## src/rtl/mips_ctrl_pkg.sv

```systemverilog
// Shared encodings for the multi-cycle MIPS-64 control unit: FSM states, opcodes and
// datapath mux select values.
package mips_ctrl_pkg;

   typedef enum logic [3:0] {
      StFetch,
      StDecode,
      StMemAdr,
      StMemRd,
      StMemWb,
      StMemWr,
      StExec,
      StRwb,
      StBranch,
      StJump,
      StTrap
   } state_e;

   localparam logic [5:0] OP_RTYPE = 6'b000000;
   localparam logic [5:0] OP_ADDI  = 6'b001000;
   localparam logic [5:0] OP_LW    = 6'b100011;
   localparam logic [5:0] OP_SW    = 6'b101011;
   localparam logic [5:0] OP_BEQ   = 6'b000100;
   localparam logic [5:0] OP_BNE   = 6'b000101;
   localparam logic [5:0] OP_J     = 6'b000010;

   localparam logic [1:0] ALU_OP_ADD   = 2'b00;
   localparam logic [1:0] ALU_OP_SUB   = 2'b01;
   localparam logic [1:0] ALU_OP_FUNCT = 2'b10;

   localparam logic [1:0] SRC_B_RT     = 2'b00;
   localparam logic [1:0] SRC_B_FOUR   = 2'b01;
   localparam logic [1:0] SRC_B_IMM    = 2'b10;
   localparam logic [1:0] SRC_B_BR_OFS = 2'b11;

   localparam logic [1:0] PC_SRC_ALU    = 2'b00;
   localparam logic [1:0] PC_SRC_ALUOUT = 2'b01;
   localparam logic [1:0] PC_SRC_JUMP   = 2'b10;

   // States that hold the shared memory port and so may stall on mem_ready
   function automatic logic is_mem_wait(state_e s);
      return (s == StFetch) || (s == StMemRd) || (s == StMemWr);
   endfunction

endpackage

```

## src/rtl/mem_wait_timer.sv

```systemverilog
// Saturating count of memory stall cycles; flags the cycle on which a further stall would
// exceed the timeout budget.
module mem_wait_timer #(
   parameter int unsigned MEM_TIMEOUT = 16,
   parameter int unsigned CNT_W       = 5
) (
   input  logic clk_i,
   input  logic rst_ni,
   input  logic clr_i,
   input  logic en_i,
   output logic timeout_o
);

   localparam logic [CNT_W-1:0] Limit  = CNT_W'(MEM_TIMEOUT - 1);
   localparam logic [CNT_W-1:0] CntMax = '1;

   logic [CNT_W-1:0] cnt_q, cnt_d;

   always_comb begin
      cnt_d = cnt_q;
      if (clr_i) begin
         cnt_d = '0;
      end else if (en_i && (cnt_q != CntMax)) begin
         cnt_d = cnt_q + 1'b1;
      end
   end

   always_ff @(posedge clk_i or negedge rst_ni) begin
      if (!rst_ni) begin
         cnt_q <= '0;
      end else begin
         cnt_q <= cnt_d;
      end
   end

   assign timeout_o = (MEM_TIMEOUT != 0) && en_i && (cnt_q == Limit);

endmodule

```

## src/rtl/multicycle_control_unit.sv

```systemverilog
// Multi-cycle MIPS-64 control FSM: sequences fetch/decode/execute over a shared ALU and
// memory port, with memory handshake, bus timeout, illegal-opcode trap and retire pulse.
module multicycle_control_unit
   import mips_ctrl_pkg::*;
#(
   parameter int unsigned OPCODE_W    = 6,
   parameter int unsigned ALUOP_W     = 2,
   parameter int unsigned MEM_TIMEOUT = 16,
   parameter int unsigned CNT_W       = 5
) (
   input  logic                clk_i,
   input  logic                rst_ni,
   input  logic [OPCODE_W-1:0] opcode_i,
   input  logic                mem_ready_i,
   output logic                pc_write_o,
   output logic                pc_write_eq_o,
   output logic                pc_write_ne_o,
   output logic                ir_write_o,
   output logic                i_or_d_o,
   output logic                mem_read_o,
   output logic                mem_write_o,
   output logic                mem_to_reg_o,
   output logic                reg_dst_o,
   output logic                reg_write_o,
   output logic                alu_src_a_o,
   output logic [1:0]          alu_src_b_o,
   output logic [ALUOP_W-1:0]  alu_op_o,
   output logic [1:0]          pc_source_o,
   output logic                inst_done_o,
   output logic                illegal_op_o,
   output logic                bus_error_o
);

   state_e              state_q, state_d;
   logic [OPCODE_W-1:0] op_q, op_d;
   logic                illegal_q, illegal_d;
   logic                bus_err_q, bus_err_d;
   logic                timeout;
   logic                wait_en;
   logic                wait_clr;

   assign wait_en  = is_mem_wait(state_q) && !mem_ready_i;
   assign wait_clr = (state_d != state_q);

   mem_wait_timer #(
      .MEM_TIMEOUT(MEM_TIMEOUT),
      .CNT_W      (CNT_W)
   ) u_mem_wait_timer (
      .clk_i    (clk_i),
      .rst_ni   (rst_ni),
      .clr_i    (wait_clr),
      .en_i     (wait_en),
      .timeout_o(timeout)
   );

   always_comb begin
      state_d       = state_q;
      op_d          = op_q;
      illegal_d     = illegal_q;
      bus_err_d     = bus_err_q;
      pc_write_o    = 1'b0;
      pc_write_eq_o = 1'b0;
      pc_write_ne_o = 1'b0;
      ir_write_o    = 1'b0;
      i_or_d_o      = 1'b0;
      mem_read_o    = 1'b0;
      mem_write_o   = 1'b0;
      mem_to_reg_o  = 1'b0;
      reg_dst_o     = 1'b0;
      reg_write_o   = 1'b0;
      alu_src_a_o   = 1'b0;
      alu_src_b_o   = SRC_B_RT;
      alu_op_o      = ALUOP_W'(ALU_OP_ADD);
      pc_source_o   = PC_SRC_ALU;
      inst_done_o   = 1'b0;
      // Outputs stay at their all-zero defaults while reset is held
      if (rst_ni) begin
         unique case (state_q)
            StFetch: begin
               mem_read_o  = 1'b1;
               alu_src_b_o = SRC_B_FOUR;
               ir_write_o  = mem_ready_i;
               pc_write_o  = mem_ready_i;
               if (mem_ready_i) begin
                  state_d = StDecode;
               end else if (timeout) begin
                  state_d   = StTrap;
                  bus_err_d = 1'b1;
               end
            end
            StDecode: begin
               alu_src_b_o = SRC_B_BR_OFS;
               op_d        = opcode_i;
               case (opcode_i)
                  OP_RTYPE, OP_ADDI: state_d = StExec;
                  OP_LW, OP_SW:      state_d = StMemAdr;
                  OP_BEQ, OP_BNE:    state_d = StBranch;
                  OP_J:              state_d = StJump;
                  default: begin
                     state_d   = StTrap;
                     illegal_d = 1'b1;
                  end
               endcase
            end
            StMemAdr: begin
               alu_src_a_o = 1'b1;
               alu_src_b_o = SRC_B_IMM;
               state_d     = (op_q == OP_LW) ? StMemRd : StMemWr;
            end
            StMemRd: begin
               mem_read_o = 1'b1;
               i_or_d_o   = 1'b1;
               if (mem_ready_i) begin
                  state_d = StMemWb;
               end else if (timeout) begin
                  state_d   = StTrap;
                  bus_err_d = 1'b1;
               end
            end
            StMemWb: begin
               reg_write_o  = 1'b1;
               mem_to_reg_o = 1'b1;
               inst_done_o  = 1'b1;
               state_d      = StFetch;
            end
            StMemWr: begin
               mem_write_o = 1'b1;
               i_or_d_o    = 1'b1;
               inst_done_o = mem_ready_i;
               if (mem_ready_i) begin
                  state_d = StFetch;
               end else if (timeout) begin
                  state_d   = StTrap;
                  bus_err_d = 1'b1;
               end
            end
            StExec: begin
               alu_src_a_o = 1'b1;
               if (op_q == OP_RTYPE) begin
                  alu_src_b_o = SRC_B_RT;
                  alu_op_o    = ALUOP_W'(ALU_OP_FUNCT);
               end else begin
                  alu_src_b_o = SRC_B_IMM;
               end
               state_d = StRwb;
            end
            StRwb: begin
               reg_write_o = 1'b1;
               reg_dst_o   = (op_q == OP_RTYPE);
               inst_done_o = 1'b1;
               state_d     = StFetch;
            end
            StBranch: begin
               alu_src_a_o   = 1'b1;
               alu_op_o      = ALUOP_W'(ALU_OP_SUB);
               pc_source_o   = PC_SRC_ALUOUT;
               pc_write_eq_o = (op_q == OP_BEQ);
               pc_write_ne_o = (op_q == OP_BNE);
               inst_done_o   = 1'b1;
               state_d       = StFetch;
            end
            StJump: begin
               pc_write_o  = 1'b1;
               pc_source_o = PC_SRC_JUMP;
               inst_done_o = 1'b1;
               state_d     = StFetch;
            end
            StTrap: state_d = StTrap;
            default: state_d = StTrap;
         endcase
      end
   end

   always_ff @(posedge clk_i or negedge rst_ni) begin
      if (!rst_ni) begin
         state_q   <= StFetch;
         op_q      <= '0;
         illegal_q <= 1'b0;
         bus_err_q <= 1'b0;
      end else begin
         state_q   <= state_d;
         op_q      <= op_d;
         illegal_q <= illegal_d;
         bus_err_q <= bus_err_d;
      end
   end

   assign illegal_op_o = illegal_q;
   assign bus_error_o  = bus_err_q;

endmodule

```

## config.mk

```make
export PLATFORM = sky130hd
export DESIGN_NAME = multicycle_control_unit
export DESIGN_NICKNAME = d
export VERILOG_FILES = /design/src/rtl/mips_ctrl_pkg.sv /design/src/rtl/mem_wait_timer.sv /design/src/rtl/multicycle_control_unit.sv
export SDC_FILE = /design/constraint.sdc
export NUM_CORES = 1
export LEC_CHECK = 0
export ABC_AREA = 1
export BUFFER_PORTS_ARGS = -buffer_cell sky130_fd_sc_hd__buf_2
export CORE_ASPECT_RATIO = 0.75
export CORE_UTILIZATION = 54
export DETAILED_ROUTE_END_ITERATION = 8
export HOLD_SLACK_MARGIN = 0.05
export PLACE_DENSITY_LB_ADDON = 0.25
export RECOVER_POWER = 25
export SLEW_MARGIN = 20
export SYNTH_ARGS = -nofsm -noshare
export SYNTH_HDL_FRONTEND = slang
export SYNTH_SLANG_ARGS = --single-unit
```

## constraint.sdc

```tcl
create_clock -name clk_i -period 2.4 [get_ports clk_i]
set_input_delay 0.24 -clock clk_i [delete_from_list [all_inputs] [get_ports clk_i]]
set_output_delay 0.24 -clock clk_i [all_outputs]
set_load 0.1 [all_outputs]
```

==> results.cfg, run 1 <==
[die]
io_pins = 29
fp.dieH_um = 44.9
rows = 15
die-width_um = 59.1
start_util_pct = 57.3
dieArea_um2 = 2650
core_region_area_um2 = 2310

[synthesis]
synthCells = 202
ys_ff_latch = 17
synth_nets = 214
synth_edf_count = 0
async_flop_share_pct = 100
avgSynthCellArea_um2 = 6.55
synth_top_flop_cell = dfrtp_1
synth_top_cell_area_share_pct = 32.2
ys_types = 27
ys_warn_count = 0
ys_seq_area_share_pct = 32.2
synth_top_cell_by_area = dfrtp_1
synth_area_leaders = dfrtp_1, nand2_1, nor2_1
netlist_area_um2 = 1320

[critical_path]
cp_slowest_stage_delay_ns = 0.55
path_cells = inv_1 -> nor2_1 -> nand3_1 -> o21ai_0 -> nor2_1 -> nor2_1 -> clkbuf_4
start_kind = register
crit_path_max_fanout = 9
worstSetupPathType = reg -> out
cp_slowest_cell = dfrtp_1
path_buf_inv = 2
crit_family = flip-flops
crit_required_ns = 2.16
end_kind = output port
path_common_cell = nor2_1
arrival_ns = 2.02

[sta]
finalHoldViolations = 0
tightest_slew_ns = 0.491
setup_slack_ns = 0.140
rsz0062_at_grt = false
drv_slew = 0
final.setup_skew_ns = 0.00611
setup_viol_count_final = 0
hold_ws_ns = 0.197
period_minus_slack_ns = 2.26
fin_crit_sh_pct = 94.2
slew_headroom_pct = 67.5
clock.fmax_mhz = 443
tns_ns = 0

[power_and_ir_drop]
vdd_drop_max_mv = 0.559
leakage_nw = 0.839
p_total_mw = 1.80
p_per_area_nw_per_um2 = 1140

[grt]
grt_pass1_vias = 1184
grt_start_max_net_pins = 25
grt_pass1_wl_mm = 5.23
grtUsageTotal_pct = 26.7
antenna_found_initial = 0
grt-ovfl-total = 0

[place]
dpl.hpwl_mm = 2.57
place_inst = 261
gp_congestion = 0.934
portBuffers = 28
pre_cts_ws_ns = 0.416

[flow_run]
maxCapViolCount = 0

[final_layout]
fillCellCount = 207
finalNetCount = 245
layout-drive-gt1-share_pct = 22.4
num_antenna_cells = 0
final_cells = 266
syn_to_final_growth_pct = 19.8

[detailed_routing]
drc = 0
drtIter0Drc = 136
viasPerCell = 5.23
routedWlPerCell_um = 11.8
drt_wl_total_mm = 3.14
postRouteAntennaNets = 0
drt-pass1-iter-count = 5
via_count = 1390

[clock_network]
post_cts_buffers = 0
cts_buffers = 3
tritoncts = done
h-tree-depth = 1
clk_pin_slew_ns = 0.10
clock_latency_ns = 0.29
cts_buffer_depth = 2
cts.sinks = 17
clock-root-buffer = clkbuf_4

[worst_hold_path]
hold_path_class = in -> reg

[run_status]
outcome = completed
cell type report:
type / count / area [um2] / area share, %
Multi-Input combinational cell: 152 / 783 / 49.4
Sequential cell: 17 / 425 / 26.9
Tap cell: 34 / 42.5 / 2.69
Timing Repair Buffer: 32 / 204 / 12.9
Clock inverter: 1 / 5.00 / 0.316
Inverter: 27 / 101 / 6.40
Clock buffer: 3 / 22.5 / 1.42
tightest hold or removal path: cells and delay by family:
| kind | cells | cell delay (ns) |
|---|---|---|
| buffers and inverters | 1 | 0.12 |
| AND/OR/NAND/NOR | 2 | 0.10 |
stage by stage:
step / utilization (%) / area, um2
after floorplan: - / 1350
after global placement: 66.9 / 1550
after detailed placement: 66.9 / 1550
after CTS: 68.6 / 1580
after global routing: 68.6 / 1580
final: 68.6 / 1580
cells in the mapped netlist (2+ instances only):
cell / instances
a21oi_1: 7
buf_6: 2
dfrtp_1: 17
ha_1: 3
inv_1: 26
nand2_1: 48
nand2_2: 3
nand3_1: 19
nand3_2: 3
nand4_1: 7
nor2_1: 34
nor2_2: 4
nor3_1: 4
o21ai_0: 10
o21bai_1: 2
xor2_1: 2
cells by family after synthesis:
group | share of synthesized area [%]
compound gates | 7.57
xor+xnor | 1.99
fa+ha+maj | 2.84
buf+inv | 11.0
flops | 32.2
simple gates | 44.5
worst paths after layout:
| check | to | from | slack (ns) | cells after the start |
|---|---|---|---|---|
| max | alu_src_b_o[1] | state_q[2] | 0.14 | 7 |
| min | op_q[5] | opcode_i[5] | 0.20 | 3 |
| max reg2reg | u_mem_wait_timer.cnt_q[4] | u_mem_wait_timer.cnt_q[0] | 0.43 | 12 |
| min reg2reg | bus_error_o | bus_error_o | 0.48 | 1 |
| max in group asynchronous | bus_error_o | rst_ni | 1.70 | 3 |
| min in group asynchronous | op_q[2] | rst_ni | 0.48 | 3 |
state kept, by name (all words and copies together) (netlist names):
name	flops
op_q	6
u_mem_wait_timer.cnt_q	5
state_q	4
bus_error_o	1
illegal_op_o	1
power breakdown:
group | switching (mW) | internal, mW
registers | 0.112 | 0.369
logic | 0.905 | 0.264
clock network | 0.0914 | 0.0620
cell usage in the layout, fill, tap and decap left out:
| cell type | count |
|---|---|
| and3_1 | 1 |
| buf_12 | 2 |
| nor2_2 | 5 |
| nand2_2 | 3 |
| nand3_2 | 3 |
| inv_1 | 26 |
| nand3b_1 | 1 |
| a21oi_1 | 7 |
| clkbuf_1 | 1 |
| nand2_1 | 48 |
| buf_2 | 24 |
| nand4_1 | 7 |
| inv_2 | 1 |
| dlygate4sd3_1 | 1 |
| nor2_4 | 4 |
| nor3_4 | 1 |
| nor4_2 | 1 |
| o21bai_1 | 2 |
| dfrtp_1 | 17 |
| nor3_1 | 4 |
| buf_4 | 3 |
| nor2_1 | 30 |
| nand3_1 | 19 |
| o21ai_0 | 10 |
| clkinv_2 | 1 |
| ha_1 | 3 |
| xor2_1 | 2 |
| clkbuf_4 | 4 |
| xnor2_1 | 1 |
per-layer routing:
| metal | track usage, % | wire [um] | share of wire, % |
|---|---|---|---|
| met1 | 41.1 | 1600 | 51 |
| met3 | 2.01 | 247 | 7.9 |
| met2 | 38.0 | 1260 | 40 |
| met5 | 0 | 0 | 0 |
| met4 | 12.9 | 34 | 1.1 |
timing repair:
action / in CTS / in global routing
hold buffers: 1 / 0
hold endpoints to repair: 17 / 0
resized for setup: 0 / 1
endpoints found under the setup margin: 0 / 1
No activity file was read; power rests on OpenSTA's default activity.
==> inputs of run 2 (changes only) <==
--- a/config.mk
+++ b/config.mk
@@ -8,7 +8,7 @@
 export ABC_AREA = 1
 export BUFFER_PORTS_ARGS = -buffer_cell sky130_fd_sc_hd__buf_2
 export CORE_ASPECT_RATIO = 0.75
-export CORE_UTILIZATION = 54
+export CORE_UTILIZATION = 45
 export DETAILED_ROUTE_END_ITERATION = 8
 export HOLD_SLACK_MARGIN = 0.05
 export PLACE_DENSITY_LB_ADDON = 0.25
==> results.cfg, run 2 (same netlist as run 1, synthesis figures left out) <==
[grt]
grt-ovfl-total = 0
grt_pass1_vias = 1201
grt_pass1_wl_mm = 5.14
antenna_found_initial = 0
grt_start_max_net_pins = 25
grtUsageTotal_pct = 20.5

[place]
portBuffers = 28
gp_congestion = 0.847
dpl.hpwl_mm = 2.27

[worst_hold_path]
min_delay_worst_endpoint = op_q[5]
hp-start = opcode_i[5]
hold_path_class = in -> reg
hold_depth = 3

[clock_network]
cts.sinks = 17
cts_buffer_depth = 2
post_cts_buffers = 0
clock-root-buffer = clkbuf_8
h-tree-depth = 1
cts_buffers = 3
clock_latency_ns = 0.25
tritoncts = done
clk_pin_slew_ns = 0.06

[die]
fp.dieH_um = 49.0
die-width_um = 64.6
start_util_pct = 48.9
dieArea_um2 = 3160
core_region_area_um2 = 2700
io_pins = 29
rows = 16

[detailed_routing]
viasPerCell = 4.93
drc = 0
drt_wl_total_mm = 2.97
routedWlPerCell_um = 11.1
drtIter0Drc = 71
via_count = 1317
postRouteAntennaNets = 0
drt-pass1-iter-count = 4

[sta]
hold_ws_ns = 0.241
finalHoldViolations = 0
slew_headroom_pct = 67.6
tightest_slew_ns = 0.489
period_minus_slack_ns = 2.18
drv_slew = 0
final.setup_skew_ns = 0.00305
setup_viol_count_final = 0
fin_crit_sh_pct = 90.8
clock.fmax_mhz = 459
rsz0062_at_grt = false

[final_layout]
fillCellCount = 260
final_common_cell = nand2_1
finalNetCount = 244
num_antenna_cells = 0
largest_register_ffs = 6
multi_input_area_um2 = 783
regArea_um2 = 425
largest-register = op_q
syn_to_final_growth_pct = 20.7
final_util_pct = 59.1
layout-drive-gt1-share_pct = 21.6
layout_common_cells = nand2_1, nor2_1, inv_1
reg_top3 = op_q x6, u_mem_wait_timer.cnt_q x5, state_q x4

[run_status]
outcome = completed

[critical_path]
crit_required_ns = 2.16
arrival_ns = 1.94
worstSetupPathType = in -> out
start_kind = primary input
reg2reg_slack_ns = 0.42
r2r-end = u_mem_wait_timer.cnt_q[1]
worst-r2r-cell-count = 14
crit_path_max_fanout = 12
rr_startpoint = u_mem_wait_timer.cnt_q[0]
end_kind = output port

[power_and_ir_drop]
p_per_area_nw_per_um2 = 1150
leakage_nw = 0.839
vdd_drop_max_mv = 0.624

[flow_run]
maxCapViolCount = 0
==> run 2: area by class of cell <==
| cell class | instances | share of cell area, % |
|---|---|---|
| clock buffer | 4 | 2.82 |
| timing repair buffer | 31 | 12.3 |
| tap | 36 | 2.82 |
| sequential | 17 | 26.6 |
| inverter | 27 | 6.35 |
| multi-input combinational | 152 | 49.1 |
==> run 2: how the worst max path moves through the flow <==
stage | from | endpoint | slack, ns | cells past startpoint
2_1_floorplan | rst_ni | alu_src_a_o | -0.17 | 5
3_3_place_gp | state_q[2] | alu_src_b_o[1] | 0.44 | 7
3_5_place_dp | state_q[2] | alu_src_b_o[1] | 0.45 | 7
4_1_cts | state_q[2] | alu_src_b_o[1] | 0.17 | 7
5_1_grt | state_q[2] | alu_src_b_o[1] | 0.08 | 7
6_report | rst_ni | pc_write_ne_o | 0.22 | 8
==> run 2: worst max-delay path, stage by stage <==
cell           delay [ns]
dlygate4sd3_1        0.53
clkbuf_1             0.12
inv_1                0.18
buf_4                0.24
nor2_4               0.10
nand3b_1             0.18
nor2_4               0.17
buf_12               0.18
==> run 2: report_power, final <==
group | total [mW] | internal [mW] | switching [mW]
clock | 0.212 | 0.118 | 0.0946
sequential | 0.479 | 0.370 | 0.109
combinational | 1.15 | 0.261 | 0.890
==> run 2: what timing repair did <==
item | CTS | global route
endpoints found under the hold margin | 17 | 0
gates resized for setup | 0 | 1
setup endpoints to repair | 0 | 1
hold buffers | 1 | 0
==> run 2: metrics by stage <==
stage	total power, mW	instances	instance area (um2)	setup WS (ns)	TNS (ns)
after floorplan	1.46	202	1350	-0.175	-0.867
after global placement	1.62	262	1540	0.442	0
after detailed placement	1.62	262	1540	0.446	0
after CTS	1.84	267	1600	0.172	0
after global routing	1.97	267	1600	0.0810	0
final	1.84	267	1600	0.220	0
==> run 2: layer usage <==
layer,vias up,wire length [um],track usage [%]
li1,706,-,-
met4,0,34,5.56
met2,47,1160,30.5
met1,559,1570,31.1
met5,-,0,0
met3,5,206,2.34
==> inputs of run 3 (changes only) <==
--- a/config.mk
+++ b/config.mk
@@ -7,8 +7,10 @@
 export LEC_CHECK = 0
 export ABC_AREA = 1
 export BUFFER_PORTS_ARGS = -buffer_cell sky130_fd_sc_hd__buf_2
+export CELL_PAD_IN_SITES_DETAIL_PLACEMENT = 0
+export CELL_PAD_IN_SITES_GLOBAL_PLACEMENT = 1
 export CORE_ASPECT_RATIO = 0.75
-export CORE_UTILIZATION = 45
+export CORE_UTILIZATION = 37
 export DETAILED_ROUTE_END_ITERATION = 8
 export HOLD_SLACK_MARGIN = 0.05
 export PLACE_DENSITY_LB_ADDON = 0.25
==> results.cfg, run 3 (same netlist as run 1, synthesis figures left out) <==
[run_status]
outcome = completed

[critical_path]
crit_path_max_fanout = 9
end_kind = output port
crit_required_ns = 2.16
reg2reg_slack_ns = 0.41
start_kind = register
arrival_ns = 2.05
worstSetupPathType = reg -> out

[final_layout]
largest_register_ffs = 6
reg_top3 = op_q x6, u_mem_wait_timer.cnt_q x5, state_q x4
multi_input_area_um2 = 783
stdcell_area_um2 = 1600
layout-drive-gt1-share_pct = 22.1
largest-register = op_q
final_common_cell = nand2_1
regArea_um2 = 425
num_antenna_cells = 0
layout_common_cells = nand2_1, nor2_1, inv_1
final_cells = 271
fillCellCount = 348
finalNetCount = 244
syn_to_final_growth_pct = 21.0

[place]
gp_congestion = 0.840
pre_cts_ws_ns = 0.408
portBuffers = 28
place_inst = 266
dpl.hpwl_mm = 2.60
postPlaceCellArea_um2 = 1550

[sta]
finalHoldViolations = 0
tightest_slew_ns = 0.496
slew_headroom_pct = 67.2
clock.fmax_mhz = 437
final.setup_skew_ns = 0.00161
period_minus_slack_ns = 2.29
setup_viol_count_final = 0
drv_slew = 0
fin_crit_sh_pct = 95.3
setup_slack_ns = 0.112
rsz0062_at_grt = false

[detailed_routing]
drc = 0
viasPerCell = 4.94
routedWlPerCell_um = 11.9
drt_wl_total_mm = 3.23
postRouteAntennaNets = 0
drt-pass1-iter-count = 6
drtIter0Drc = 67
via_count = 1340

[power_and_ir_drop]
leakage_nw = 0.842
p_per_area_nw_per_um2 = 1160
vdd_drop_max_mv = 0.466
p_total_mw = 1.86

[clock_network]
cts_buffers = 3
clock-root-buffer = clkbuf_8
tritoncts = done
clock_latency_ns = 0.25
cts.sinks = 17
cts_buffer_depth = 2
clk_pin_slew_ns = 0.07
h-tree-depth = 1

[grt]
use_met2_pct = 25.0
grt_pass1_wl_mm = 5.24
busiest_layer = met1
antenna_found_initial = 0
grtUsageTotal_pct = 18.1
grt-ovfl-total = 0
grt_pass1_vias = 1123
use_met1_pct = 28.9
grt_start_max_net_pins = 25
met3_usage_pct = 1.87

[die]
die-width_um = 71.0
start_util_pct = 39.4
fp.dieH_um = 53.8
rows = 18
io_pins = 29
core_region_area_um2 = 3360
dieArea_um2 = 3820

[worst_hold_path]
hold_path_class = in -> reg

[flow_run]
maxCapViolCount = 0
-- run 3: cell count changes in the layout (fill, tap and decap cells not counted) --
cell      delta
clkbuf_1     -1
clkbuf_4     -1
buf_2        +1
clkinv_2     +1
-- run 3: layout make-up --
type	count	share of cell area, %
inverter	27	6.33
tap	40	3.13
timing repair buffer	31	12.1
clock buffer	3	2.58
sequential	17	26.6
multi-input combinational	152	48.9
clock inverter	1	0.313
-- run 3: what timing repair did --
| item | in CTS | in global routing |
|---|---|---|
| hold endpoints to repair | 17 | 0 |
| setup buffers | 0 | 0 |
| resized for setup | 0 | 0 |
| hold buffers | 1 | 0 |
-- run 3: worst paths after layout --
path,startpoint,endpoint,cells past startpoint
max,state_q[2],alu_src_b_o[1],7
min,opcode_i[5],op_q[5],3
max reg2reg,u_mem_wait_timer.cnt_q[0],u_mem_wait_timer.cnt_q[4],14
min reg2reg,illegal_op_o,illegal_op_o,1
max in group asynchronous,rst_ni,op_q[4],3
min in group asynchronous,rst_ni,op_q[5],3
-- run 3: through the flow --
stage / utilization (%) / TNS [ns] / hold slack, ns
global route: 47.7 / 0 / 0.267
CTS: 47.7 / 0 / 0.244
finish: 47.7 / 0 / 0.245
global placement: 46.0 / 0 / 0.249
detailed placement: 46.0 / 0 / 0.256
floorplan: - / -0.867 / -0.0556
-- run 3: worst max-delay path, stage by stage, from the launching register on --
cell and delay, ns:
dfrtp_1 0.52, inv_1 0.13, nor2_1 0.20, nand3_1 0.17
o21ai_0 0.19, nor2_1 0.06, nor2_1 0.10, buf_2 0.43
-- run 3: metal layers --
metal  wire length [um]  part of all wire, %  up-vias
met4                 17                 0.53        0
li1                   -                    -      713
met2               1210                   37       30
met1               1890                   58      595
met5                  0                    0        -
met3                117                  3.6        2
-- run 3: power by group --
part | switching (mW) | total, mW | internal [mW] | leakage [nW]
combinational | 0.904 | 1.16 | 0.259 | 0.597
sequential | 0.108 | 0.478 | 0.370 | 0.219
clock | 0.101 | 0.217 | 0.115 | 0.0255
